**src/rtl/turn_sig_pkg.sv**
```systemverilog
`default_nettype none
// ============================================================================
// turn_sig_pkg : shared types and request decode for the turn-signal sequencer
// Rev 1.0
// ============================================================================
package turn_sig_pkg;

    typedef enum logic [1:0] {
        IDLE  = 2'd0,
        LEFT  = 2'd1,
        RIGHT = 2'd2,
        HAZ   = 2'd3
    } mode_t;

    // Hazard wins, and simultaneous left+right is treated as hazard.
    function automatic mode_t decode(input logic left, input logic right, input logic hazard);
        mode_t m;
        if (hazard | (left & right))
            m = HAZ;
        else if (left)
            m = LEFT;
        else if (right)
            m = RIGHT;
        else
            m = IDLE;
        return m;
    endfunction

endpackage
`default_nettype wire

```
**src/rtl/step_prescaler.sv**
```systemverilog
`default_nettype none
// ============================================================================
// step_prescaler : divides clk into one-cycle step pulses every TICK_DIV cycles
// Rev 1.0
// ============================================================================
module step_prescaler #(
    parameter int TICK_DIV = 4
) (
    input  logic clk,
    input  logic reset,
    input  logic clr,
    input  logic en,
    output logic step
);

    localparam int              CW     = (TICK_DIV > 1) ? $clog2(TICK_DIV) : 1;
    localparam logic [CW-1:0]   c_last = CW'(TICK_DIV - 1);

    logic [CW-1:0] r_count;

    assign step = en & (r_count == c_last);

    always_ff @(posedge clk or negedge reset) begin
        if (!reset)
            r_count <= '0;
        else if (clr)
            r_count <= '0;
        else if (en)
            r_count <= step ? '0 : r_count + CW'(1);
    end

endmodule
`default_nettype wire

```
**src/rtl/turn_signal_seq.sv**
```systemverilog
`default_nettype none
// ============================================================================
// turn_signal_seq : N-lamp sequential turn-signal / hazard controller
// Rev 1.0
// ============================================================================
module turn_signal_seq
    import turn_sig_pkg::*;
#(
    parameter int N_LAMPS  = 3,
    parameter int TICK_DIV = 4
) (
    input  logic               clk,
    input  logic               reset,
    input  logic               left,
    input  logic               right,
    input  logic               hazard,
    output logic [N_LAMPS-1:0] lamp_l,
    output logic [N_LAMPS-1:0] lamp_r,
    output logic               busy
);

    localparam int                 IW         = $clog2(N_LAMPS + 1);
    localparam logic [IW-1:0]      c_last_idx = IW'(N_LAMPS);
    localparam logic [N_LAMPS-1:0] c_ones     = '1;

    mode_t              r_mode, w_mode_n, w_req;
    logic [IW-1:0]      r_idx, w_idx_n;
    logic               r_phase, w_phase_n;
    logic [N_LAMPS-1:0] r_lamp_l, r_lamp_r, w_lamp_l_n, w_lamp_r_n, w_therm;
    logic               r_busy;
    logic               w_step;

    step_prescaler #(
        .TICK_DIV (TICK_DIV)
    ) u_presc (
        .clk   (clk),
        .reset (reset),
        .clr   (r_mode == IDLE),
        .en    (r_mode != IDLE),
        .step  (w_step)
    );

    always_ff @(posedge clk or negedge reset) begin
        if (!reset) begin
            r_mode   <= IDLE;
            r_idx    <= '0;
            r_phase  <= 1'b0;
            r_lamp_l <= '0;
            r_lamp_r <= '0;
            r_busy   <= 1'b0;
        end else begin
            r_mode   <= w_mode_n;
            r_idx    <= w_idx_n;
            r_phase  <= w_phase_n;
            r_lamp_l <= w_lamp_l_n;
            r_lamp_r <= w_lamp_r_n;
            r_busy   <= (w_mode_n != IDLE);
        end
    end

    always_comb begin
        w_req      = decode(left, right, hazard);
        w_mode_n   = r_mode;
        w_idx_n    = r_idx;
        w_phase_n  = r_phase;
        w_lamp_l_n = '0;
        w_lamp_r_n = '0;
        w_therm    = '0;

        case (r_mode)
            IDLE: begin
                if (w_req != IDLE) begin
                    w_mode_n  = w_req;
                    w_phase_n = (w_req == HAZ);
                    w_idx_n   = (w_req == HAZ) ? '0 : IW'(1);
                end
            end
            LEFT, RIGHT: begin
                if (w_step) begin
                    if (w_req == HAZ) begin
                        w_mode_n  = HAZ;
                        w_phase_n = 1'b1;
                        w_idx_n   = '0;
                    end else if (r_idx == '0) begin
                        // Decision point: restart in the requested direction or stop.
                        w_mode_n = w_req;
                        w_idx_n  = (w_req == IDLE) ? '0 : IW'(1);
                    end else if (r_idx == c_last_idx) begin
                        w_idx_n = '0;
                    end else begin
                        w_idx_n = r_idx + IW'(1);
                    end
                end
            end
            HAZ: begin
                if (w_step) begin
                    if (r_phase) begin
                        w_phase_n = 1'b0;
                    end else begin
                        w_mode_n  = w_req;
                        w_phase_n = (w_req == HAZ);
                        w_idx_n   = (w_req == LEFT || w_req == RIGHT) ? IW'(1) : '0;
                    end
                end
            end
            default: begin
                w_mode_n = IDLE;
                w_idx_n  = '0;
            end
        endcase

        w_therm = ~(c_ones << w_idx_n);

        case (w_mode_n)
            LEFT:    w_lamp_l_n = w_therm;
            RIGHT:   w_lamp_r_n = w_therm;
            HAZ: begin
                w_lamp_l_n = w_phase_n ? c_ones : '0;
                w_lamp_r_n = w_phase_n ? c_ones : '0;
            end
            default: ;
        endcase
    end

    assign lamp_l = r_lamp_l;
    assign lamp_r = r_lamp_r;
    assign busy   = r_busy;

endmodule
`default_nettype wire

```
**config.mk**
```make
export PLATFORM = sky130hd
export DESIGN_NAME = turn_signal_seq
export DESIGN_NICKNAME = d
export VERILOG_FILES = /design/src/rtl/turn_sig_pkg.sv /design/src/rtl/step_prescaler.sv /design/src/rtl/turn_signal_seq.sv
export SDC_FILE = /design/constraint.sdc
export NUM_CORES = 1
export LEC_CHECK = 0
export ABC_AREA = 1
export CORE_MARGIN = 3
export CORE_UTILIZATION = 53
export DETAILED_ROUTE_END_ITERATION = 8
export PLACE_DENSITY = 0.77
export SLEW_MARGIN = 40
export SYNTH_ARGS = -nofsm -noshare
export SYNTH_HDL_FRONTEND = slang
export SYNTH_SLANG_ARGS = --single-unit
```
**constraint.sdc**
```tcl
create_clock -name clk -period 2.3 [get_ports clk]
set_clock_uncertainty 0.1 [all_clocks]
set_input_delay 0.46 -clock clk [delete_from_list [all_inputs] [get_ports clk]]
set_output_delay 0.46 -clock clk [all_outputs]
set_load 0.02 [all_outputs]
```
Word-level counts from Yosys, hierarchy flattened
Index checks and enable logic that the tools add are counted.

storage, ports and cells
  register bits after elaboration = 14
  input bits = 5
  output and inout port bits = 7
  word-level logic and storage cells = 67

operators by class
  $add $sub $neg = 2
  equality and inequality tests = 11
  shift-type cells = 1
  muxes and demuxes = 33
  bitwise gates (word level) = 4
  reductions and logical operators = 9

operators by type and width
  cell                 number
  $mux 2               19
  $eq 2x2->1 const B   8
  $pmux 2 s3           2
  $pmux 3 s2           2
  $mux 1               8
  $reduce_bool 2->1    4
  $eq 2x1->1 const B   3
  $logic_not 2->1      3
  $add 2x1->2 const B  2
  $mux 3               1
  $not 3->3            1
  $pmux 1 s3           1
  $shl 3x2->3 const A  1
  $and 1x1->1          2
  $reduce_or 2->1      1
  $logic_or 1x1->1     1
  $or 1x1->1           1

Depth between registers and ports, before layout
  depth in word-level cells = 12
  gate-level depth with buffers = 14
  gate-level depth less buffers = 14

Modules after synthesis
A second synthesis with hierarchy kept.

second synthesis, totals
  cells, all modules = 142
  area total of the unflattened synthesis = 1012.2 µm²

by module, submodules not included
  module           instances  cells each  area an instance (µm²)  seq. area each (µm²)
  turn_signal_seq  1          127         898.4                   300.3
  step_prescaler   1          15          113.9                   50.0

Worst setup path after synthesis
OpenSTA, ideal clock, no wires.

  path kind = input to register
  start point = input port right
  end point = register r_lamp_l[2], in the netlist lamp_l[2]
  setup time = 0.067 ns
  data arrival time = 1.633 ns
  data required time = 2.133 ns
  slack = 0.500 ns
  cell stages on the path = 14
  buffers on the path = 0
  path through = nand2_1 > nand2_2 > nor2_1 > inv_1 > ha_1 > nand3_1 > nand2_1 > nor2_1 > nand3_1 > nand2_1 > nand2_1 > a21oi_1 > nand2_1 > nand2_1

on the way
  word-level cells in the longest chain between the ends = 12
  elaborated cells on any way between the ends = 40
  classes of those cells = eq/ne: 5; shift: 1; mux: 28; bitwise: 3; reduce/logical: 3

ends and longest elaborated chain
  what                                        RTL line                                       source
  from (decl)                                 turn_signal_seq.sv:15                          input logic right,
  $and 1x1->1 or $mux 2 (tied branches)       turn_sig_pkg.sv:18, turn_sig_pkg.sv:22
  $or 1x1->1 or $mux 2 (tied branches)        turn_sig_pkg.sv:18, turn_sig_pkg.sv:20
  $mux 2 *                                    turn_sig_pkg.sv:18                             if (hazard | (left & right))
  $eq 2x1->1, or another cell as far along    turn_signal_seq.sv:102                         w_idx_n = (w_req == LEFT || w_req == RIGHT) ? IW'(1) : '0;
  $logic_or 1x1->1 or $mux 1 (tied branches)  turn_signal_seq.sv:102, turn_signal_seq.sv:87
  $mux 1 or $mux 2 (tied branches)            turn_signal_seq.sv:102, turn_signal_seq.sv:84
  $mux 2 (on tied branches)                   turn_signal_seq.sv:97, turn_signal_seq.sv:80
  $mux 2 (on tied branches)                   turn_signal_seq.sv:96, turn_signal_seq.sv:79
  $pmux 2 s3                                  turn_signal_seq.sv:70                          case (r_mode)
  $shl 3x2->3                                 turn_signal_seq.sv:112                         w_therm = ~(c_ones << w_idx_n);
  $not 3->3                                   turn_signal_seq.sv:112
  $pmux 3 s2 *                                turn_signal_seq.sv:114                         case (w_mode_n)
  net w_lamp_l_n[2]                           turn_signal_seq.sv:29                          logic [N_LAMPS-1:0] r_lamp_l, r_lamp_r, w_lamp_l_n, w_lamp_r_n, w_therm;
  to (signal assigned)                        turn_signal_seq.sv:55                          r_lamp_l <= w_lamp_l_n;
  to (decl)                                   turn_signal_seq.sv:29

The timed path passes the listed nets; every way through them passes the cells marked *.
A chain may end at the register's enable or synchronous reset.

Final worst setup path
  start point = input port hazard
  end point = register r_lamp_r[2], in the netlist lamp_r[2]

on the way
  word-level cells in the longest chain between the ends = 11
  elaborated cells on any way between the ends = 37
  classes of those cells = eq/ne: 5; shift: 1; mux: 26; bitwise: 2; reduce/logical: 3

ends and longest elaborated chain
  what                                        RTL line                                       source
  from (decl)                                 turn_signal_seq.sv:16                          input logic hazard,
  $or 1x1->1 *                                turn_sig_pkg.sv:18
  $mux 2 *                                    turn_sig_pkg.sv:18
  $eq 2x1->1, or another cell as far along    turn_signal_seq.sv:102
  $logic_or 1x1->1 or $mux 1 (tied branches)  turn_signal_seq.sv:102, turn_signal_seq.sv:87
  $mux 1 or $mux 2 (tied branches)            turn_signal_seq.sv:102, turn_signal_seq.sv:84
  $mux 2 (on tied branches)                   turn_signal_seq.sv:97, turn_signal_seq.sv:80
  $mux 2 (on tied branches)                   turn_signal_seq.sv:96, turn_signal_seq.sv:79
  $pmux 2 s3                                  turn_signal_seq.sv:70
  $shl 3x2->3                                 turn_signal_seq.sv:112
  $not 3->3                                   turn_signal_seq.sv:112
  $pmux 3 s2 *                                turn_signal_seq.sv:114
  net w_lamp_r_n[2]                           turn_signal_seq.sv:29
  to (signal assigned)                        turn_signal_seq.sv:56                          r_lamp_r <= w_lamp_r_n;
  to (decl)                                   turn_signal_seq.sv:29

Marked as above.

==> impl_metrics.ini <==
[floorplanning]
die_area_sq_um = 2340
coreArea_sq_um = 1590
dieWidth_um = 48.4
core.rowCount = 14
ios = 12
die_height_um = 48.4
start_util_pct = 59.7

[layout]
fillCellCount = 121
final_cells = 178
drive_above_1_share_pct = 23.4
final_util_pct = 78.3
diodes = 0
final_nets = 167
area_growth_pct = 31.2

[cts]
post-cts-setup-buffers = 0
clock-sinks = 14
clockRootBuffer = clkbuf_4
clock_path_buffers = 2
cts.htree.levels = 1
cts_tree = done
cts_buffers = 3
path_clk_slew_ns = 0.09
clkLatencyLatePin_ns = 0.29

[logic_synthesis]
syn_area_sq_um = 951
yosysTopAreaCell = dfrtp_1
syn_nets = 140
syn_area_per_cell_sq_um = 7.43
synth.distinct_cells = 24
syn-instance-count = 128
synth_warnings = 0
yosys-top-cells-area = dfrtp_1 (37%), nand2_1 (14%), ha_1 (9.2%), nand3_1 (6.8%), inv_1 (6.7%)
yosysTopAreaCellShare_pct = 36.8
synth_seq_cells = 14
synth_seq_area_share_pct = 36.8

[global_routing]
grt.busiest_layer = met2
grt_util_met2_pct = 34.4
grt.overflow.total = 0
grt_pass1_wl_um = 3840
grt_pass1_vias = 898
grtUsageMet3_pct = 5.21
grt_use_met1_pct = 26.6
grt_usage_pct = 20.9
grt_max_degree = 15
antenna_found_initial = 0

[power]
p_sw_share_pct = 48.5
cellPowerDensity_nw_per_um2 = 1410
irDropWorstVdd_v = 0.000997
pwr-share-seq_pct = 23.7
power_frac_clock_pct = 9.9
p_switching_mw = 0.855
power_mw = 1.76
p_int_mw = 0.909
p_comb_share_pct = 66.4
power.leakage_nw = 0.680

[critical_path]
path_delay_family = simple AND/OR/NAND/NOR gates
rr_worst_depth = 11
cp_max_fo = 4
slowest_delay_ns = 0.43
crit_top_cell = nand2_1
crit_type = in -> reg
r2r_start = r_mode[1]$_DFF_PN0_
r2r_setup_slack_ns = 0.26
critPathRequiredTime_ns = 2.43
worstSetupStartpointType = input pin
crit_chain = clkdlybuf4s50_1, inv_1, nand2_4, nor2_4, inv_1, ha_1, nand3_1, nand2_1, nor2_1, nand3_1, nand2_1, nand2_1, a21oi_2, nand2_1, nand2_1
cp.arrival_ns = 2.23
cp-end-kind = register
cp_num_buf_inv = 3
critPathLaunch = hazard
rr_endpoint = busy$_DFF_PN0_
slowest_stage = clkdlybuf4s50_1

[routing]
drt_iter0_markers = 25
first_pass_iters = 4
vias = 886
drcViolationCount = 0
wl_um = 2140
viasPerCell = 4.98
wl_per_cell_um = 12.0
ant_nets = 0

[sta]
hold_viol_final = 0
period_needed_ns = 2.10
fmax_mhz = 475
worst_pin_slew_ns = 0.598
slew_headroom_pct = 60.0
setup_viol = 0
finalSetupTns_ns = 0
hold_ws_ns = 0.341
finalCritPeriodShare_pct = 91.5
report.final.slew_viol_count = 0

[place]
place_congestion = 0.962
hpwl_um = 1700
dp.cells = 174
numPortBuffers = 11

[min_path]
worstHoldEndpoint = u_presc.r_count[0]$_DFF_PN0_
min_path_type = reg -> reg
hp-start = u_presc.r_count[0]$_DFF_PN0_
hold_path_depth = 1

[run_status]
status = finished, final reports clean

[flow_run]
drv_cap = 0
## logic make-up after synthesis
logic type               count (synthesis)  share of synthesized area [%]
AND/OR/NAND/NOR                         76                           38.0
adder cells (fa/ha/maj)                  7                           9.21
buffers and inverters                   19                           7.50
flip-flops                              14                           36.8
AO/OA/AOI/OAI                           12                           8.42
## power by group through the flow
stage                     combinational, mW  sequential (mW)  clock, mW
after floorplan                       0.767            0.445          0
after global placement                 1.12            0.419          0
after detailed placement               1.14            0.422          0
after CTS                              1.15            0.417      0.182
after global routing                   1.32            0.432      0.193
final                                  1.17            0.418      0.175
## synthesized netlist by cell type
cell,number
a21oi_1,3
a21oi_4,1
and3_1,1
dfrtp_1,14
ha_1,7
inv_1,17
inv_2,2
nand2_1,35
nand2_2,5
nand3_1,13
nand3_2,3
nand3b_1,1
nand4_1,1
nor2_1,12
nor2_4,1
nor3_1,1
nor3_2,1
o21a_1,1
o21ai_0,3
o21ai_1,2
o21ai_2,1
o31ai_1,1
or2_1,1
or2_2,1
## layer usage
layer | vias to the layer above | wire, um
met3 | 5 | 127
met2 | 29 | 1010
met1 | 392 | 963
li1 | 460 | -
met4 | 0 | 34
met5 | - | 0
## area by class of cell
class / instances / area, sq um / area share [%]
Inverter: 19 / 71.3 / 5.72
Sequential cell: 14 / 350 / 28.1
Timing Repair Buffer: 22 / 198 / 15.8
Tap cell: 24 / 30.0 / 2.41
Clock buffer: 4 / 36.3 / 2.91
Multi-Input combinational cell: 95 / 562 / 45.0
## worst max-delay path by stage
stage                          endpoint  slack (ns)  cells after the start
floorplan           lamp_l[2]$_DFF_PN0_        0.50                     14
global placement    lamp_r[2]$_DFF_PN0_       -0.14                     14
detailed placement  lamp_r[2]$_DFF_PN0_       -0.21                     14
CTS                 lamp_r[2]$_DFF_PN0_        0.08                     14
global route        lamp_r[2]$_DFF_PN0_       -0.01                     15
finish              lamp_r[2]$_DFF_PN0_        0.20                     15
## cell usage in the layout, fill, tap and decap left out, drive strengths merged
cell type	count
inv	19
or2	2
ha	7
dfrtp	14
nand2	40
nand3	16
nor3	2
buf	11
a21oi	4
and3	1
clkbuf	4
clkdlybuf4s50	9
nand4	1
o21ai	6
dlymetal6s2s	2
o31ai	1
nor2	13
nand3b	1
o21a	1
## per-stage QoR
step	cell area, sq um	worst slack, ns
floorplan	951	0.500
global placement	1170	-0.141
detailed placement	1170	-0.212
CTS	1210	0.0824
global route	1250	-0.0121
finish	1250	0.196
## registers in the layout (all words and copies together) (netlist names)
signal and cells:
lamp_r 3, busy 1, r_phase 1, lamp_l 3, r_mode 2, r_idx 2, u_presc.r_count 2
## worst register-to-register path, cell delays in order, from the launching register on
cell and delay, ns:
dfrtp_1 0.45, inv_1 0.10, ha_1 0.28, inv_2 0.13, nand3_1 0.15, nand3_1 0.13, nand2_1 0.06, nor2_1 0.08
nand2_1 0.07, nand2_2 0.10, inv_1 0.08, or2_1 0.21
## timing repair
| action | 4_1_cts | 5_1_grt |
|---|---|---|
| gates resized for setup | 0 | 11 |
| endpoints found under the setup margin | 0 | 5 |
| hold buffers | 0 | 0 |
Power figures use the tool's default switching activity.
